===== config.mk =====
export PLATFORM = sky130hd
export DESIGN_NAME = mag_est_pipe_flat
export DESIGN_NICKNAME = d
export VERILOG_FILES = /design/src/rtl/mag_est_pipe_if.sv /design/src/rtl/mag_est_pipe.sv /design/src/flat_wrapper.sv
export SDC_FILE = /design/constraint.sdc
export NUM_CORES = 1
export LEC_CHECK = 0
export CAP_MARGIN = 15
export CORE_ASPECT_RATIO = 2
export CORE_MARGIN = 3
export CORE_UTILIZATION = 46
export DETAILED_ROUTE_END_ITERATION = 8
export GPL_TIMING_DRIVEN = 0
export SLEW_MARGIN = 5
export SYNTH_ARGS = -nofsm -noshare
export SYNTH_HDL_FRONTEND = slang
export SYNTH_SLANG_ARGS = --single-unit

===== constraint.sdc =====
create_clock -name clk -period 6.1 [get_ports clk]
set_clock_uncertainty 0.1 [all_clocks]
set_input_delay 0.915 -clock clk [delete_from_list [all_inputs] [get_ports clk]]
set_output_delay 0.915 -clock clk [all_outputs]
set_load 0.01 [all_outputs]

===== src/rtl/mag_est_pipe_if.sv =====
// Streaming bus for mag_est_pipe: upstream sample handshake (in_*) and
// downstream result handshake (out_*). The slave modport is the estimator's
// view; the master modport is the environment that feeds and drains it.
interface mag_est_pipe_if #(
  parameter int W_IN  = 26,
  parameter int W_OUT = 27
);
  logic                    in_valid;
  logic                    in_ready;
  logic signed [W_IN-1:0]  in_a;
  logic signed [W_IN-1:0]  in_b;
  logic [1:0]              in_mode;
  logic                    out_valid;
  logic                    out_ready;
  logic [W_OUT-1:0]        out_mag;

  modport master (
    output in_valid, in_a, in_b, in_mode, out_ready,
    input  in_ready, out_valid, out_mag
  );

  modport slave (
    input  in_valid, in_a, in_b, in_mode, out_ready,
    output in_ready, out_valid, out_mag
  );
endinterface


===== src/rtl/mag_est_pipe.sv =====
// mag_est_pipe: three-stage pipelined magnitude estimator for signed I/Q pairs.
//   S1: absolute values (most-negative input maps to 2^(W_IN-1) exactly)
//   S2: max/min ordering and L1 sum
//   S3: estimator law selected per sample by in_mode
//     00 |a|+|b|   01 mx+mn/2   10 mx+mn/4+mn/8   11 mx
// One global stall (result held, not taken) freezes every stage; otherwise
// all stages advance together and bubbles flow through.
// Optional feature macro: MAG_PEAK_HOLD_EN adds peak_clr/peak running-max
// tracking of transferred results.
module mag_est_pipe #(
  parameter int W_IN  = 26,
  parameter int W_OUT = 27
) (
  input  logic              clk,
  input  logic              rst,
  mag_est_pipe_if.slave     bus
`ifdef MAG_PEAK_HOLD_EN
  ,
  input  logic              peak_clr,
  output logic [W_OUT-1:0]  peak
`endif
);

  if (W_OUT < W_IN + 1) begin : g_width_check
    $error("mag_est_pipe: W_OUT must be at least W_IN+1");
  end

  logic stall;
  logic advance;

  assign stall        = bus.out_valid & ~bus.out_ready;
  assign advance      = ~stall;
  assign bus.in_ready = ~stall;

  // ---------------- stage 1: absolute values ----------------
  logic [W_IN-1:0] abs_a_c;
  logic [W_IN-1:0] abs_b_c;
  logic            v1;
  logic [W_IN-1:0] abs_a1;
  logic [W_IN-1:0] abs_b1;
  logic [1:0]      mode1;

  // Two's-complement negate in W_IN bits; -2^(W_IN-1) wraps to the unsigned
  // pattern 2^(W_IN-1), which is the correct magnitude.
  always_comb begin
    abs_a_c = bus.in_a[W_IN-1] ? W_IN'(-bus.in_a) : W_IN'(bus.in_a);
    abs_b_c = bus.in_b[W_IN-1] ? W_IN'(-bus.in_b) : W_IN'(bus.in_b);
  end

  // Stage 1 register: capture magnitudes and the sample's mode.
  always_ff @(posedge clk or posedge rst) begin
    if (rst) begin
      v1     <= 1'b0;
      abs_a1 <= '0;
      abs_b1 <= '0;
      mode1  <= 2'b00;
    end else if (advance) begin
      v1     <= bus.in_valid;
      abs_a1 <= abs_a_c;
      abs_b1 <= abs_b_c;
      mode1  <= bus.in_mode;
    end
  end

  // ---------------- stage 2: ordering and L1 ----------------
  logic            a_ge_b;
  logic            v2;
  logic [W_IN-1:0] mx2;
  logic [W_IN-1:0] mn2;
  logic [W_IN:0]   l1_2;
  logic [1:0]      mode2;

  // Ties resolve to mx=|a| (equal values, so only matters for clarity).
  assign a_ge_b = (abs_a1 >= abs_b1);

  // Stage 2 register: max, min and the full-width L1 sum.
  always_ff @(posedge clk or posedge rst) begin
    if (rst) begin
      v2    <= 1'b0;
      mx2   <= '0;
      mn2   <= '0;
      l1_2  <= '0;
      mode2 <= 2'b00;
    end else if (advance) begin
      v2    <= v1;
      mx2   <= a_ge_b ? abs_a1 : abs_b1;
      mn2   <= a_ge_b ? abs_b1 : abs_a1;
      l1_2  <= {1'b0, abs_a1} + {1'b0, abs_b1};
      mode2 <= mode1;
    end
  end

  // ---------------- stage 3: law selection ----------------
  logic [W_IN:0]    mx_ext;
  logic [W_IN:0]    mn_sh1;
  logic [W_IN:0]    mn_sh2;
  logic [W_IN:0]    mn_sh3;
  logic [W_IN:0]    est_c;
  logic [W_OUT-1:0] est_ext_c;

  // All laws fit in W_IN+1 bits because mn <= mx <= 2^(W_IN-1).
  always_comb begin
    mx_ext = {1'b0, mx2};
    mn_sh1 = {1'b0, mn2} >> 1;
    mn_sh2 = {1'b0, mn2} >> 2;
    mn_sh3 = {1'b0, mn2} >> 3;
    est_c  = l1_2;
    case (mode2)
      2'b00:   est_c = l1_2;
      2'b01:   est_c = mx_ext + mn_sh1;
      2'b10:   est_c = mx_ext + mn_sh2 + mn_sh3;
      default: est_c = mx_ext;
    endcase
    est_ext_c            = '0;
    est_ext_c[W_IN:0]    = est_c;
  end

  // Output register: out_mag only reloads on a real sample so it keeps the
  // last result through bubbles and is frozen during a stall.
  always_ff @(posedge clk or posedge rst) begin
    if (rst) begin
      bus.out_valid <= 1'b0;
      bus.out_mag   <= '0;
    end else if (advance) begin
      bus.out_valid <= v2;
      if (v2) begin
        bus.out_mag <= est_ext_c;
      end
    end
  end

`ifdef MAG_PEAK_HOLD_EN
  logic out_xfer;

  assign out_xfer = bus.out_valid & bus.out_ready;

  // Running maximum of transferred results; a clear restarts from the result
  // transferred in the same cycle, if any.
  always_ff @(posedge clk or posedge rst) begin
    if (rst) begin
      peak <= '0;
    end else if (peak_clr) begin
      peak <= out_xfer ? bus.out_mag : '0;
    end else if (out_xfer && (bus.out_mag > peak)) begin
      peak <= bus.out_mag;
    end
  end
`endif

endmodule


===== src/flat_wrapper.sv =====
// flat-port wrapper written by rule: the top's interface ports become plain ports
module mag_est_pipe_flat 
#(
  parameter int W_IN  = 26,
  parameter int W_OUT = 27
)
  (clk, rst, bus_in_valid, bus_in_a, bus_in_b, bus_in_mode, bus_out_ready, bus_in_ready, bus_out_valid, bus_out_mag);
  mag_est_pipe_if #(.W_IN(W_IN), .W_OUT(W_OUT)) bus_i ();
  input  logic clk;
  input  logic rst;
  input wire logic [$bits(bus_i.in_valid)-1:0] bus_in_valid;
  input wire logic [$bits(bus_i.in_a)-1:0] bus_in_a;
  input wire logic [$bits(bus_i.in_b)-1:0] bus_in_b;
  input wire logic [$bits(bus_i.in_mode)-1:0] bus_in_mode;
  input wire logic [$bits(bus_i.out_ready)-1:0] bus_out_ready;
  output wire logic [$bits(bus_i.in_ready)-1:0] bus_in_ready;
  output wire logic [$bits(bus_i.out_valid)-1:0] bus_out_valid;
  output wire logic [$bits(bus_i.out_mag)-1:0] bus_out_mag;
  assign bus_i.in_valid = bus_in_valid;
  assign bus_i.in_a = bus_in_a;
  assign bus_i.in_b = bus_in_b;
  assign bus_i.in_mode = bus_in_mode;
  assign bus_i.out_ready = bus_out_ready;
  assign bus_in_ready = bus_i.in_ready;
  assign bus_out_valid = bus_i.out_valid;
  assign bus_out_mag = bus_i.out_mag;
  mag_est_pipe #(.W_IN(W_IN), .W_OUT(W_OUT)) u_core (.clk(clk), .rst(rst), .bus(bus_i));
endmodule

==> Word level (Yosys, flattened, before mapping) <==
Index checks and enable logic that the tools add are counted.
{ "word_totals": {"output_inout_bits": 29, "wordCells": 30, "register_bits": 165} }
{ "classes": {"add_sub_neg": 6, "reduce_logical": 2, "n_bitwise": 3, "muxes": 5, "order_cmp": 1, "n_eq_ne": 2} }
{ "ops": {"columns": ["op", "count"], "rows": [
  ["$mux 26", 4],
  ["$pmux 27 s3", 1],
  ["$neg 26->26", 2],
  ["$add 26x24->27", 1],
  ["$add 26x25->27", 1],
  ["$add 26x26->27", 1],
  ["$add 27x23->27", 1],
  ["$ge 26x26->1", 1],
  ["$eq 2x1->1 const B", 1],
  ["$eq 2x2->1 const B", 1],
  ["$logic_not 2->1", 1],
  ["$not 1->1", 2],
  ["$reduce_and 2->1", 1],
  ["$and 1x1->1", 1]
]} }

==> Depth between registers and ports, before layout <==
{ "depth": {"word_depth": 4, "ltp_mapped": 12} }

==> Worst setup path after synthesis <==
Ideal clock, no wire load.
{ "synth_path": {"path_type": "reg2reg", "start": "register u_core.mn2[3]", "end": "register u_core.bus.out_mag[21]", "path_buffers": 0, "path_slack_ps": 2413, "required_ps": 5875, "setup_time_ps": 125, "arrival_ps": 3462, "stages_incl_launch_ff": 12, "period_less_slack_ps": 3687, "path_cell_list": "dfrtp_1 > fa_1 > ha_1 > fa_1 > a211oi_1 > o21ai_1 > a31oi_4 > o31ai_2 > a221o_1 > xor2_1 > mux4_2 > mux2_4"} }
{ "synth_between": {"elab_chain_len": 3, "elab_cells_between_ends": 4, "classes_between": "add/sub: 3; mux: 1"} }
{ "synth_lines": {"columns": ["item", "line", "source"], "rows": [
  ["from (decl)", "mag_est_pipe.sv:69", "logic [W_IN-1:0] mn2;"],
  ["from (signal assigned)", "mag_est_pipe.sv:87", "mn2 <= a_ge_b ? abs_b1 : abs_a1;"],
  ["$add 26x24->27", "mag_est_pipe.sv:111", "2'b10: est_c = mx_ext + mn_sh2 + mn_sh3;"],
  ["$add 27x23->27", "mag_est_pipe.sv:111", null],
  ["$pmux 27 s3 (*)", "mag_est_pipe.sv:108", "case (mode2)"],
  ["to (signal assigned)", "mag_est_pipe.sv:127", "bus.out_mag <= est_ext_c;"],
  ["to (decl)", "mag_est_pipe_if.sv:24", "output in_ready, out_valid, out_mag"]
]} }
Mark *: on every way between the ends. The rest lies on a longest branch, timed or not.
A chain may end at the register's enable or synchronous reset.

==> Final worst setup path <==
{ "layout_path": {"start": "input bus_out_ready", "end": "output bus_in_ready"} }
{ "layout_between": {"elab_chain_len": 3} }
{ "layout_lines": {"columns": ["item", "line", "source"], "rows": [
  ["from (decl)", "flat_wrapper.sv:15", "input wire logic [$bits(bus_i.out_ready)-1:0] bus_out_ready;"],
  ["$not 1->1", "mag_est_pipe.sv:31", "assign stall = bus.out_valid & ~bus.out_ready;"],
  ["$and 1x1->1", "mag_est_pipe.sv:31", null],
  ["$not 1->1", null, null],
  ["to (decl)", "flat_wrapper.sv:16", "output wire logic [$bits(bus_i.in_ready)-1:0] bus_in_ready;"]
]} }
No other way between the ends.

==> implementation parameters <==
Parameter                              Value

Status
  Run status ... complete, no violations

Route
  1st-iter DRT viols ... 535
  Remaining number of nets flagged by the antenna check after routing ... 0
  Via density per instance ... roughly 5.9
  Via count ... 11600
  Iteration count of the initial detailed-routing pass ... 6
  Final wirelength ... 42.0 mm
  DRC Markers ... 0
  Detail-routed net length per standard cell ... roughly 21 um

Logic synthesis
  Adder-cell share of the synthesized area ... 14.0%
  Synth Area per Inst ... 8.62 um2
  Share of synthesized area spent on multiplexers ... slightly above 4%
  Number of synthesized flops with an enable pin ... 0
  Post-synthesis share of cell area spent on and, or, nand and nor gates ... roughly 17%
  Number of synthesis warnings ... 0
  Flip-flop and latch count after synthesis ... 164
  Most common library cells after synthesis ... sky130_fd_sc_hd__nand2_1, sky130_fd_sc_hd__dfrtp_1, sky130_fd_sc_hd__o21ai_0
  Number of instances in the synthesized netlist ... between 1500 and 2000
  Net count after synthesis ... 1697
  Proportion of synthesized chip area in sequential cells ... 31.6%
  Area fraction of the dominant cell type after synthesis ... around a third
  Synth unique cells ... between 70 and 80
  Largest cells by area after synthesis ... sky130_fd_sc_hd__dfrtp_1, sky130_fd_sc_hd__ha_1, sky130_fd_sc_hd__o21ai_0
  Top FF cell, synth ... sky130_fd_sc_hd__dfrtp_1
  Xor/xnor cell area share of the yosys netlist ... about 6.9%
  Cell with the most instances after synthesis ... sky130_fd_sc_hd__nand2_1
  Fraction of the mapped netlist area in compound gates ... a little under a quarter
  Largest family of logic cells by synthesized area ... compound AO/OA/AOI/OAI gates
  Largest area contributor in the synthesized netlist ... sky130_fd_sc_hd__dfrtp_1
  Mapped Area ... 13000 um2
  Async S/R FF share, synth ... 100%

Timing
  Headroom to the max-slew limit ... 30.0%
  Unrepaired setup endpoints after global routing ... no
  Maximum clock rate ... 230 MHz
  Final Critical Period ... 4.34 ns
  Total setup violations reported at the end of the flow ... 0
  Actual slew at the worst max-slew pin ... 1.05 ns
  Final number of hold-violating endpoints ... 0
  Final cycle utilization of the critical path ... between 70 and 80%
  Number of max-slew violations in the final report ... 0

Global route
  Via count of the first global-routing pass ... 12200
  Wire length of the first global-routing pass ... between 60 and 70 mm
  Total global routing track utilization ... 27.7%
  Largest net degree at the start of global routing ... 93
  Number of antenna violations at the first check in global routing ... 0
  Global route total overflow ... 0

Clocking
  Clock latency of the later-clocked register in the worst-skew pair ... 0.45 ns
  H-tree level count ... 4
  Clk root buf ... sky130_fd_sc_hd__clkbuf_16
  CTS Buf Count ... 17
  Number of clock sinks ... 164
  Post CTS Setup Buffer Count ... 0
  Clock-pin slew on the worst setup and hold paths ... 0.06 ns
  CTS tree ... built
  Number of cells upsized or downsized after cts ... 0
  Clock Tree Buf Depth ... 2
  Number of buffers inserted for hold repair after clock tree synthesis ... 0

Floorplanning
  Boundary pin count ... 87
  Core area ... around 28000 um2
  Y dimension of the die ... 244 um
  Area of the die ... 30400 um2
  Width of the die ... 125 um
  Number of cell rows ... 86
  Starting density of the core ... 47.0%

Setup path
  Reg-to-reg startpoint ... u_core.mn2[3]
  Kind of start point of the critical path ... input pin
  CP Max Fanout ... 10
  CP arrival ... 3.32 ns
  Worst setup slack for register-to-register paths ... 1.96 ns
  R2R cell count ... 11
  Worst setup path start ... bus_out_ready
  Critical Path End Type ... output port
  Critical path class ... in2out
  Critical Path RT ... slightly above 5 ns
  Capture instance of the worst register-to-register path ... u_core.bus.out_mag[21]

Min path
  Hold path startpoint ... u_core.bus.out_mag[5]
  Min-Delay Path Depth ... 2
  Hold EP ... u_core.bus.out_mag[5]
  Class of the tightest hold or removal check ... reg2reg

Finish
  # nets final ... ~1800
  Layout cells sized above 1 ... 4.43%
  Layout-stage area growth over the synthesis result ... 15.0%
  Inserted Diodes ... 0
  Core utilization of the finished layout ... 54.1%
  Filler Cells Inserted ... 2668

Placed design
  Routability cong. ... 0.941
  Count of buffers inserted at the top-level ports ... 86
  Sum of net half-perimeters after detailed placement ... roughly 35 mm

Job
  Count of max-cap constraint violations ... 0
==> worst max-delay path: stages <==
cell and delay (ns):
sky130_fd_sc_hd__clkdlybuf4s50_1 0.46, sky130_fd_sc_hd__nor2b_1 0.09, sky130_fd_sc_hd__inv_2 0.16, sky130_fd_sc_hd__clkbuf_1 0.41, sky130_fd_sc_hd__clkbuf_1 0.61, sky130_fd_sc_hd__clkdlybuf4s50_1 0.67
==> placed cells by master (no fill, tap or decap), types with 13 or more instances in the layout <==
cell and instances:
sky130_fd_sc_hd__fa_1 26, sky130_fd_sc_hd__o21ai_0 136, sky130_fd_sc_hd__nor3_1 13, sky130_fd_sc_hd__o21ai_1 28, sky130_fd_sc_hd__xor2_1 61, sky130_fd_sc_hd__nor2b_1 20
sky130_fd_sc_hd__o31ai_1 25, sky130_fd_sc_hd__ha_1 104, sky130_fd_sc_hd__a21o_1 26, sky130_fd_sc_hd__a21oi_1 85, sky130_fd_sc_hd__nand4_1 13, sky130_fd_sc_hd__o21bai_1 13
sky130_fd_sc_hd__a31oi_1 57, sky130_fd_sc_hd__dfrtp_1 164, sky130_fd_sc_hd__mux4_2 17, sky130_fd_sc_hd__nand3_1 67, sky130_fd_sc_hd__nor2_1 110, sky130_fd_sc_hd__clkbuf_16 17
sky130_fd_sc_hd__clkbuf_1 74, sky130_fd_sc_hd__o21a_1 13, sky130_fd_sc_hd__inv_1 66, sky130_fd_sc_hd__nand2_1 171, sky130_fd_sc_hd__or3_1 13, sky130_fd_sc_hd__clkdlybuf4s50_1 86
sky130_fd_sc_hd__xnor2_1 41
==> cell families after synthesis <==
| kind of cell | after synthesis |
|---|---|
| compound gates | 469 |
| simple gates | 467 |
| flops | 164 |
| buf+inv | 146 |
| fa+ha+maj | 130 |
| xor+xnor | 102 |
| mux | 31 |
==> state kept, by name, indices dropped and copies added, names as in the netlist <==
| name | count |
|---|---|
| u_core.bus.out_valid | 1 |
| u_core.abs_a1 | 26 |
| u_core.bus.out_mag | 27 |
| u_core.v1 | 1 |
| u_core.mx2 | 26 |
| u_core.abs_b1 | 26 |
| u_core.l1_2 | 27 |
| u_core.v2 | 1 |
| u_core.mode2 | 2 |
| u_core.mode1 | 2 |
| u_core.mn2 | 25 |
==> metrics by stage <==
| step | setup TNS, ns | instances | hold slack (ns) | setup slack (ns) | cell area [um2] |
|---|---|---|---|---|---|
| 2_1_floorplan | 0 | 1509 | 0.339 | 0.652 | 13000 |
| 6_report | 0 | 1978 | 0.371 | 1.76 | 15000 |
| 3_5_place_dp | 0 | 1948 | 0.355 | 1.80 | 14300 |
| 5_1_grt | 0 | 1978 | 0.404 | 1.67 | 15000 |
| 3_3_place_gp | -267.90 | 1947 | 0.353 | -1.65 | 14300 |
| 4_1_cts | 0 | 1978 | 0.377 | 1.79 | 15000 |
==> cell type report <==
class / instances / area, um2 / area share [%]
plain buffers: 78 / 293 / 1.96
clock buffers: 18 / 429 / 2.87
clock inverters: 12 / 181 / 1.21
inverters: 68 / 263 / 1.76
multi-input cells: 1199 / 8350 / 55.9
flip-flops and latches: 164 / 4100 / 27.5
well taps: 352 / 440 / 2.95
repair buffers: 87 / 888 / 5.94
==> per-layer routing <==
metal  routed length, um  track usage, %  up-vias
met4                2890            17.0        0
met3                1090            3.18      107
met2               22900            53.1      311
li1                    -               -     5667
met5                   0               0        -
met1               15100            28.2     5531
==> how the worst max path moves through the flow <==
| stage | endpoint |
|---|---|
| final | bus_in_ready |
| after global routing | bus_in_ready |
| after CTS | bus_in_ready |
| after detailed placement | bus_in_ready |
| after global placement | u_core.bus.out_mag[22] |
| after floorplan | u_core.abs_a1[0] |
Power is not shown: default switching activity piles up to over one toggle a cycle in this logic, so the estimate is an artifact.
==> patch 1, RTL diff (same settings) <==
`W_OUT` is set to 27 in 3 places; all go to 54.
--- a/src/rtl/mag_est_pipe_if.sv
+++ b/src/rtl/mag_est_pipe_if.sv
@@ -3,7 +3,7 @@
 // view; the master modport is the environment that feeds and drains it.
 interface mag_est_pipe_if #(
   parameter int W_IN  = 26,
-  parameter int W_OUT = 27
+  parameter int W_OUT = 54
 );
   logic                    in_valid;
   logic                    in_ready;
--- a/src/rtl/mag_est_pipe.sv
+++ b/src/rtl/mag_est_pipe.sv
@@ -9,7 +9,7 @@
 // tracking of transferred results.
 module mag_est_pipe #(
   parameter int W_IN  = 26,
-  parameter int W_OUT = 27
+  parameter int W_OUT = 54
 ) (
   input  logic              clk,
   input  logic              rst,
--- a/src/flat_wrapper.sv
+++ b/src/flat_wrapper.sv
@@ -2,7 +2,7 @@
 module mag_est_pipe_flat 
 #(
   parameter int W_IN  = 26,
-  parameter int W_OUT = 27
+  parameter int W_OUT = 54
 )
   (clk, rst, bus_in_valid, bus_in_a, bus_in_b, bus_in_mode, bus_out_ready, bus_in_ready, bus_out_valid, bus_out_mag);
   mag_est_pipe_if #(.W_IN(W_IN), .W_OUT(W_OUT)) bus_i ();
Interface: changed (resized bus_out_mag); port bits go from 87 to 114. No check against the original RTL was run, so the function may have changed too.
==> patch 1 against the unedited design <==
Worst setup slack worse by 0.47 ns; area after synthesis is 0.45% higher; hold slack got worse by 0.0045 ns; cell area increased by 0.98%; routed wire length is 7.9% lower; non-clock buffer count up 10; sequential cell count is the same.
==> patch 1: results (changes against the unedited design) <==
place:
  place_area_mm2: 0.01450  # was 0.01434 mm2
  dpl.cell_count: 1945  # was 1948
  gp_congestion: 0.9017  # was 0.9405
logic_synthesis:
  synthAdderAreaFrac: 0.1395  # was 0.1401
  synthMuxAreaShare: 0.06312  # was 0.04137
  postSynthCellCount: 1480  # was 1509
  synth_common_cells: "229 x nand2_1, 164 x dfrtp_1, 120 x o21ai_0"  # was 171 x nand2_1, 164 x dfrtp_1, 136 x o21ai_0
  ys_types: 87  # was 74
  synth-compound-area-share: 0.1986  # was 0.2257
  synth.yosys.seq_area_share: 0.3142  # was 0.3156
  synth.area.top_cells: "dfrtp_1 31%, ha_1 10%, nand2_1 6.6%, o21ai_0 4.6%, fa_1 4.0%"  # was dfrtp_1 32%, ha_1 10%, o21ai_0 5.2%, nand2_1 4.9%, xor2_1 4.1%
  synthXorXnorAreaFrac: 0.07040  # was 0.06870
setup_path:
  r2r_cells: 12  # was 11
  r2r_slack_ns: 2.12  # was 1.96 ns
  cp_data_arrival_time_ns: 3.79  # was 3.32 ns
  r2r-end: "u_core.bus.out_mag[23]"  # was u_core.bus.out_mag[21]
routing:
  wl_met1_mm: 14.47  # was 15.14 mm
  routedWlPerCell_um: 19.59  # was 21.25 um
  drtIter0Drc: 499  # was 535
  dr_total_vias: 11020  # was 11.62k
  met3_length_um: 909  # was 1.085 mm
  wl_met2_mm: 21.73  # was 22.92 mm
  firstDrtPassIters: 5  # was 6
global_route:
  grt_use_total: 0.2533  # was 0.2775
  grt_start_max_net_pins: 114  # was 93
  use_met1: 0.2588  # was 0.2823
  grt_pass1_wl_mm: 60.35  # was 65.88 mm
  grtUsageMet2: 0.5078  # was 0.5314
  gr-usage-met3: 0.02557  # was 0.03181
layout:
  multi_input_gates: 1189  # was 1199
  nNonClkBuffers: 175  # was 165
  seq-cell-share: 0.2718  # was 0.2745
  clk_share: 0.03978  # was 0.04084
  nClkBuffers: 19  # was 18
  final-nonclk-buf-share: 0.09191  # was 0.07900
  multi_input_area_share: 0.5506  # was 0.5586
  nFillCells: 2666  # was 2668
  final_nets: 1800  # was 1803
  post-route-util: 0.5438  # was 0.5406
  layout.cells.non_filler: 1976  # was 1978
  inv_count: 65  # was 68
clock_network:
  cts_setup_buffers: 0  # unchanged
  clkLatencyLatePin_ns: 0.45  # about the same
status:
  status: "finished, final reports clean"  # unchanged
power:
  pg_clk_mw: 1.12
hold_path:
  holdPathStages: 2  # unchanged
die:
  die_w_um: 125.2  # was 124.9 um
sta:
  setup_slack_ns: 1.291  # was 1.761 ns
  max_slew_margin: 0.3891  # was 0.2996
## patch 1: cell count changes after synthesis, sizes merged, moves of 15 or more
cell / change
nand2: +58
buf: +34
a21oi: -15
clkbuf: -24
nor2: -23
mux2i: +47
a31oi: -44
nand3: -47
## patch 1: worst min-delay path by stage
| stage | startpoint | end | slack (ns) |
|---|---|---|---|
| global route | u_core.mode1[0] | u_core.mode1[0] | 0.40 |
| finish | u_core.v1 | u_core.v1 | 0.37 |
| global placement | u_core.mode1[0] | u_core.mode1[0] | 0.35 |
| floorplan | u_core.mode1[0] | u_core.mode1[0] | 0.34 |
| CTS | u_core.v1 | u_core.v1 | 0.37 |
| detailed placement | u_core.v1 | u_core.v1 | 0.36 |
## patch 1: cell families after synthesis
family,after synthesis
compound gates,410
xor+xnor,105
fa+ha+maj,130
buf+inv,153
flops,164
mux,67
other cells,1
simple gates,450
==> patch 2, RTL diff (same flow settings) <==
Made on the original files. Remove the case item `2'b01` of the case on `mode2`.
--- a/src/rtl/mag_est_pipe.sv
+++ b/src/rtl/mag_est_pipe.sv
@@ -107,7 +107,6 @@
     est_c  = l1_2;
     case (mode2)
       2'b00:   est_c = l1_2;
-      2'b01:   est_c = mx_ext + mn_sh1;
       2'b10:   est_c = mx_ext + mn_sh2 + mn_sh3;
       default: est_c = mx_ext;
     endcase
Function: changed (Yosys sat finds a counterexample within 4 cycles, from zero or initial values and one cycle with rst high).
==> patch 2 against the unedited design <==
Routed wire length is 16% lower; utilization grew 0.21 points; hold slack gained 0.0027 ns; cell area fell by 8.8%; area after synthesis decreased by 9.7%; sequential cell count shrank 1; worst setup slack got worse by 1.3 ns; maximum frequency is 23% lower; sequential share of layout area increased by 2.5 points; largest cell class unchanged.
==> patch 2: results (changes against the unedited design) <==
clock_network:
  root_buffer: "clkbuf_16"  # unchanged
  clkSlewWorstSetupHoldPaths_ns: 0.06  # about the same
  cts_setup_buffers: 0  # unchanged
  cts_buffers: 17  # unchanged
logic_synthesis:
  synth_common_cells: "194 x nand2_1, 163 x dfrtp_1, 110 x o21ai_0"  # was 171 x nand2_1, 164 x dfrtp_1, 136 x o21ai_0
  synthXorXnorAreaFrac: 0.06493  # was 0.06870
  ys_types: 69  # was 74
  synth.area.top_cells: "dfrtp_1 35%, ha_1 8.4%, nand2_1 6.2%, mux2i_1 5.3%, o21ai_0 4.7%"  # was dfrtp_1 32%, ha_1 10%, o21ai_0 5.2%, nand2_1 4.9%, xor2_1 4.1%
  postSynth.asyncResetShare: 1.000  # unchanged
  synthMuxAreaShare: 0.05672  # was 0.04137
  synth-compound-area-share: 0.2063  # was 0.2257
  synth.yosys.seq_area_share: 0.3475  # was 0.3156
  synthAdderAreaFrac: 0.1269  # was 0.1401
  synth_nets: 1502  # was 1697
  synth_flop_cell: "dfrtp_1"  # unchanged
global_route:
  grt_start_max_net_pins: 84  # was 93
  grt_pass1_wl_mm: 56.13  # was 65.88 mm
  antenna_found_initial: 0  # unchanged
  grt_use_total: 0.2638  # was 0.2775
place:
  pre_cts_ws_ns: 0.4653  # was 1.800 ns
  place_area_mm2: 0.01305  # was 0.01434 mm2
  place.detailed.hpwl_mm: 29.04  # was 34.92 mm
  portBuffers: 86  # unchanged
  gp_congestion: 0.9775  # was 0.9405
routing:
  dr_total_vias: 9987  # was 11.62k
  routedWlPerCell_um: 19.77  # was 21.25 um
  drtIter0Drc: 547  # was 535
  firstDrtPassIters: 5  # was 6
layout:
  layout-drive-gt1-share: 0.04112  # was 0.04428
  final_nets: 1608  # was 1803
  nFillCells: 2416  # was 2668
  antennaDiodeCount: 0  # unchanged
  final_area_mm2: 0.01364  # was 0.01495 mm2
  reg_top3: "u_core.bus.out_mag x27, u_core.l1_2 x27"  # unchanged
setup_path:
  r2r-start: "u_core.mn2[4]"  # was u_core.mn2[3]
  r2r_cells: 14  # was 11
  worstPathMaxFanout: 10  # unchanged
  r2r-end: "u_core.bus.out_mag[25]"  # was u_core.bus.out_mag[21]
  r2r_slack_ns: 1.79  # was 1.96 ns
  cp_data_arrival_time_ns: 4.61  # was 3.32 ns
hold_path:
  holdPathStages: 2  # unchanged
  hp-start: "u_core.mode1[1]"  # was u_core.bus.out_mag[5]
  worst_hold_path.endpoint: "u_core.mode1[1]"  # was u_core.bus.out_mag[5]
status:
  status: "finished, final reports clean"  # unchanged
power:
  peakVddDrop_mv: 0.2555
sta:
  max_slew_margin: 0.4067  # was 0.2996
## patch 2: cell count changes in the layout (fill, tap and decap cells not counted), sizes merged, moves of 14 or more
cell    change
o21ai      -43
ha         -25
nand2      +23
mux4       -17
nand3      -51
mux2i      +57
nor2       -16
a31oi      -48
a21o       +32
clkbuf     -19
a21oi      +14
## patch 2: routing by layer
layer,GRT usage,vias up,share of wire
met5,0,-,0
met4,0.1219,0,0.042
met3,0.02974,70,0.022
met2,0.5190,213,0.56
met1,0.2737,4815,0.37
li1,-,4889,-
## patch 2: stage by stage
step / hold slack, ns / instances / setup TNS (ns)
after global placement: 0.3534 / 1762 / -272.51
after detailed placement: 0.3643 / 1763 / 0
after floorplan: 0.3386 / 1340 / 0
after global routing: 0.3972 / 1795 / 0
final: 0.3739 / 1795 / 0
after CTS: 0.3781 / 1795 / 0
## patch 2: final cells by class
| class | instances | area share |
|---|---|---|
| tap | 336 | 0.03082 |
| clock buffer | 21 | 0.03375 |
| clock inverter | 11 | 0.009447 |
| buffer | 67 | 0.01899 |
| sequential | 163 | 0.2990 |
| inverter | 68 | 0.01926 |
| multi-input combinational | 1042 | 0.5236 |
| timing repair buffer | 87 | 0.06512 |
## patch 2: critical path, stage by stage
cell,delay (ns)
clkdlybuf4s50_1,0.46
nor2b_1,0.04
clkbuf_1,0.32
clkinv_1,0.29
clkbuf_1,0.53
buf_1,0.66
buf_1,0.69
clkdlybuf4s50_1,0.68
## patch 2: worst max-delay path by stage
stage / to / slack [ns] / cells past startpoint
after floorplan: u_core.abs_a1[0] / 0.68 / 1
after global placement: u_core.abs_b1[1] / -1.69 / 2
after detailed placement: bus_in_ready / 0.47 / 8
after CTS: bus_in_ready / 0.47 / 8
after global routing: bus_in_ready / 0.36 / 8
final: bus_in_ready / 0.48 / 8
## patch 2: logic make-up (layout without fill, tap and decap cells)
kind of cell	after synthesis	after routing
compound gates	385	385
xor+xnor	87	87
fa+ha+maj	104	104
buf+inv	135	254
flops	163	163
mux	66	66
simple gates	400	400
## patch 2: power groups by stage
stage	sequential, mW	combinational, mW	clock, mW
after floorplan	1.89	4.32	0
after global placement	2.00	5.73	0
after detailed placement	2.02	5.81	0
after CTS	2.00	5.85	1.12
after global routing	2.07	6.55	1.16
final	2.00	5.88	1.10
